File: src/rtl/alu_control_mc.sv
// ALU control decode plus the multi-cycle MULT sequencer (stall, multiplier start, HI/LO write).
// Optional sticky illegal-funct detection is built when ALU_CTRL_ILLEGAL_EN is defined.
module alu_control_mc #(
  parameter int MULT_CYCLES = 4,
  parameter int CNT_W       = 4
) (
  input  logic       clk,
  input  logic       arst,
  input  logic       valid,
  input  logic       flush,
  input  logic [5:0] function_field,
  input  logic [1:0] alu_op,
  output logic [3:0] alu_control,
  output logic       mult_start,
  output logic       stall,
  output logic       hilo_we,
  output logic       illegal_funct
);

  localparam logic [5:0] F_ADD  = 6'b100000;
  localparam logic [5:0] F_SUB  = 6'b100010;
  localparam logic [5:0] F_AND  = 6'b100100;
  localparam logic [5:0] F_OR   = 6'b100101;
  localparam logic [5:0] F_NOR  = 6'b100111;
  localparam logic [5:0] F_SLT  = 6'b101010;
  localparam logic [5:0] F_SLL  = 6'b000000;
  localparam logic [5:0] F_SRL  = 6'b000010;
  localparam logic [5:0] F_MULT = 6'b011000;

  localparam logic [3:0] OP_AND  = 4'd0;
  localparam logic [3:0] OP_OR   = 4'd1;
  localparam logic [3:0] OP_ADD  = 4'd2;
  localparam logic [3:0] OP_SLL  = 4'd3;
  localparam logic [3:0] OP_SRL  = 4'd4;
  localparam logic [3:0] OP_SUB  = 4'd5;
  localparam logic [3:0] OP_SLT  = 4'd7;
  localparam logic [3:0] OP_NOR  = 4'd12;
  localparam logic [3:0] OP_MULT = 4'd14;

  // Counter preload for the BUSY phase; unused when MULT_CYCLES==1.
  localparam logic [CNT_W-1:0] CNT_INIT = (MULT_CYCLES > 1) ? CNT_W'(MULT_CYCLES - 2) : '0;

  typedef enum logic [1:0] {IDLE, BUSY, DONE} state_t;

  state_t           state, state_nxt;
  logic [CNT_W-1:0] cnt, cnt_nxt;
  logic [3:0]       decoded;
  logic             is_mult;

  // NOTE: every output of a combinational block gets a default first, so no path infers a latch.
  always_comb begin
    decoded = OP_AND;
    unique case (alu_op)
      2'd0: decoded = OP_ADD;
      2'd1: decoded = OP_SUB;
      2'd3: decoded = OP_SLT;
      default: begin
        case (function_field)
          F_ADD:   decoded = OP_ADD;
          F_SUB:   decoded = OP_SUB;
          F_AND:   decoded = OP_AND;
          F_OR:    decoded = OP_OR;
          F_NOR:   decoded = OP_NOR;
          F_SLT:   decoded = OP_SLT;
          F_SLL:   decoded = OP_SLL;
          F_SRL:   decoded = OP_SRL;
          F_MULT:  decoded = OP_MULT;
          default: decoded = OP_AND;
        endcase
      end
    endcase
  end

  assign is_mult = valid & ~flush & (alu_op == 2'd2) & (function_field == F_MULT);

  always_comb begin
    state_nxt  = state;
    cnt_nxt    = cnt;
    mult_start = 1'b0;
    stall      = 1'b0;
    hilo_we    = 1'b0;
    unique case (state)
      IDLE: begin
        if (is_mult) begin
          mult_start = 1'b1;
          stall      = 1'b1;
          if (MULT_CYCLES == 1) begin
            state_nxt = DONE;
          end else begin
            state_nxt = BUSY;
            cnt_nxt   = CNT_INIT;
          end
        end
      end
      BUSY: begin
        stall = 1'b1;
        if (flush) begin
          state_nxt = IDLE;
          cnt_nxt   = '0;
        end else if (cnt == '0) begin
          state_nxt = DONE;
        end else begin
          cnt_nxt = cnt - 1'b1;
        end
      end
      DONE: begin
        // A squashed MULT must not update HI/LO; no restart from here either way.
        hilo_we   = ~flush;
        state_nxt = IDLE;
        cnt_nxt   = '0;
      end
      default: begin
        state_nxt = IDLE;
        cnt_nxt   = '0;
      end
    endcase
  end

  assign alu_control = (state == IDLE) ? decoded : OP_MULT;

  // NOTE: sequential state uses non-blocking assignments so all flops update together at the edge.
  always_ff @(posedge clk or posedge arst) begin
    if (arst) begin
      state <= IDLE;
      cnt   <= '0;
    end else begin
      state <= state_nxt;
      cnt   <= cnt_nxt;
    end
  end

`ifdef ALU_CTRL_ILLEGAL_EN
  logic funct_known;

  assign funct_known = function_field inside {F_ADD, F_SUB, F_AND, F_OR, F_NOR,
                                              F_SLT, F_SLL, F_SRL, F_MULT};

  always_ff @(posedge clk or posedge arst) begin
    if (arst) begin
      illegal_funct <= 1'b0;
    end else if (valid && !flush && alu_op == 2'd2 && !funct_known) begin
      illegal_funct <= 1'b1;
    end
  end
`else
  assign illegal_funct = 1'b0;
`endif

endmodule

File: config.mk
export PLATFORM = sky130hd
export DESIGN_NAME = alu_control_mc
export DESIGN_NICKNAME = d
export VERILOG_FILES = /design/src/rtl/alu_control_mc.sv
export SDC_FILE = /design/constraint.sdc
export NUM_CORES = 1
export LEC_CHECK = 0
export ABC_AREA = 1
export CORE_MARGIN = 1
export CORE_UTILIZATION = 52
export CTS_BUF_LIST = sky130_fd_sc_hd__clkbuf_8
export DETAILED_ROUTE_END_ITERATION = 10
export PLACE_DENSITY = 0.87
export SYNTH_ARGS = -nofsm -noshare
export SYNTH_HDL_FRONTEND = slang
export SYNTH_SLANG_ARGS = --single-unit
File: constraint.sdc
create_clock -name clk -period 3.63 [get_ports clk]
set_input_delay 0.363 -clock clk [delete_from_list [all_inputs] [get_ports clk]]
set_output_delay 0.363 -clock clk [all_outputs]
set_load 0.05 [all_outputs]
==> impl_metrics.json <==
{
  "skew_ps": 5.04,
  "netlist.area_leader.share": 0.218,
  "grt_pass1_vias": 576,
  "ir_worst_vdd_v": 0.000243,
  "postCtsHoldBufs": 0,
  "hold_path.class": "in -> async",
  "gp_congestion": 0.860,
  "drv_slew": 0,
  "drt_pass1_iterations": 4,
  "die_h_um": 38.4,
  "dieArea_um2": 1480,
  "layout-drive-gt1-share": 0.120,
  "clock-sinks": 6,
  "min_period_ps": 2710,
  "core.rowCount": 12,
  "detail_route.wl_per_cell_um": 9.93,
  "p_per_area_nw_per_um2": 264,
  "diodes": 0,
  "h-tree-depth": 1,
  "async_reset_ff_frac": 1.00,
  "area_delta_synth_final_pct": 33.6,
  "start_util": 0.589,
  "pre_cts_slack_ps": 916,
  "via_count": 733,
  "ios": 20,
  "setup_tns_ps": 0,
  "crit_type": "in -> out",
  "drt_iter0_drc": 18,
  "cap_viol_max_count": 0,
  "ys_seq_elements": 6,
  "fin_ws_ps": 921,
  "fmax_mhz": 369,
  "drt_wl_total_um": 1460,
  "finalHoldViolCount": 0,
  "synth_area_per_cell_um2": 6.10,
  "worst_skew_pair.late_latency_ps": 220,
  "syn_inst": 113,
  "cts_root_buffer": "clkbuf_8",
  "ys_warn_count": 0,
  "cts_made_buffers": 3,
  "grt_overflow_total": 0,
  "setup.worst_path.start_class": "input pin",
  "grt_antenna_before_repair": 0,
  "post-synth-top-count-cell": "nand2_1",
  "setup_viol": 0,
  "critPathArrivalTime_ps": 2350,
  "synth_area_um2": 689,
  "cts_buffer_depth": 2,
  "grt_pass1_wl_um": 2330,
  "ys_top_cells_by_count": "nand2_1, inv_1, nand3_1, nor2_1",
  "dp_hpwl_um": 1240,
  "netlist.top_cell.by_area": "dfrtp_1",
  "tritoncts": "yes",
  "coreArea_um2": 1170,
  "status": "complete, no violations",
  "synth_cell_types": 21,
  "synth.area.top_cells": "dfrtp_1, nand2_1, ha_1, inv_1, nand3_1",
  "die_w_um": 38.4,
  "vias_per_cell": 4.99,
  "grt_usage": 0.232,
  "grt_start_max_net_pins": 7,
  "ctsResizeCount": 0,
  "crit_path_start": "alu_op[1]",
  "ys.flop_type": "dfrtp_1",
  "drc": 0,
  "nets": 153,
  "crit_path_max_fanout": 4,
  "min_period_over_period": 0.746,
  "fill_cells": 99,
  "rsz0062_at_grt": "no",
  "reg2reg_from": "cnt[0]$_DFFE_PP0P_",
  "seq_area_frac_synth": 0.218,
  "critPathRequiredTime_ps": 3270,
  "portBuffers": 18,
  "cts_setup_buffers": 0,
  "antenna_left": 0,
  "synth-edff-count": 0,
  "p_leak_nw": 0.506,
  "end_kind": "output pin",
  "syn_nets": 131,
  "path_clk_slew_ps": 40
}
path summary, 6_finish.rpt:
| path | slack [ps] | cells past startpoint | endpoint |
|---|---|---|---|
| setup / recovery | 920 | 7 | stall |
| hold / removal | 370 | 2 | cnt[3]$_DFFE_PP0P_ |
| setup reg to reg | 2360 | 7 | cnt[2]$_DFFE_PP0P_ |
| hold reg to reg | 470 | 2 | cnt[0]$_DFFE_PP0P_ |
| max in group asynchronous | 3070 | 2 | state[0]$_DFFE_PP0P_ |
| min in group clk | 470 | 2 | cnt[0]$_DFFE_PP0P_ |
routing by layer:
metal / GRT usage / share of wire
met1: 0.290 / 0.46
met2: 0.403 / 0.48
met3: 0.0174 / 0.039
met4: 0.103 / 0.010
met5: 0 / 0
where the power goes:
part           switching (mW)  leakage [nW]  internal [mW]
Clock                  0.0274        0.0216         0.0711
Combinational          0.0443         0.405         0.0293
Sequential            0.00137        0.0792         0.0694
registers in the layout, summed over array words and instances (netlist names):
name,count
cnt,4
state,2
layout by cell type, fill, tap and decap left out, types with 2 or more instances in the layout:
master and n:
nand2_1 32, inv_1 19, clkdlybuf4s50_1 18, nor2_1 14, nand3_1 14, ha_1 6
dfrtp_1 6, nor2_2 4, nand2_2 3, clkbuf_8 3, inv_2 2, a21oi_1 2
layout make-up:
class | count | area [um^2] | area share
multi-input cells | 85 | 453 | 0.492
repair buffers | 18 | 180 | 0.196
flip-flops and latches | 6 | 150 | 0.163
inverters | 21 | 78.8 | 0.0856
clock buffers | 3 | 41.3 | 0.0448
well taps | 14 | 17.5 | 0.0190
worst max-delay path: stages:
cell and delay (ps):
clkdlybuf4s50_1 550, ha_1 170, inv_1 40, nor2_1 170, nand4_1 160, nand2_1 100, clkdlybuf4s50_1 790
cell families (layout without fill, tap and decap cells):
family | after synthesis | count (layout) | synth area share
flops | 6 | 6 | 0.218
other cells | 1 | 1 | 0.00544
fa+ha+maj | 6 | 6 | 0.109
simple gates | 73 | 73 | 0.503
compound gates | 5 | 5 | 0.0399
buf+inv | 22 | 42 | 0.125
metrics by stage:
stage | util | cell area (um^2) | hold slack [ps] | total power [mW] | std cells
after floorplan | - | 689 | 154 | 0.118 | 113
after global placement | 0.751 | 880 | 457 | 0.144 | 144
after detailed placement | 0.751 | 880 | 466 | 0.145 | 144
after CTS | 0.786 | 921 | 377 | 0.247 | 147
after global routing | 0.786 | 921 | 415 | 0.256 | 147
final | 0.786 | 921 | 372 | 0.243 | 147
Power figures use the tool's default switching activity.
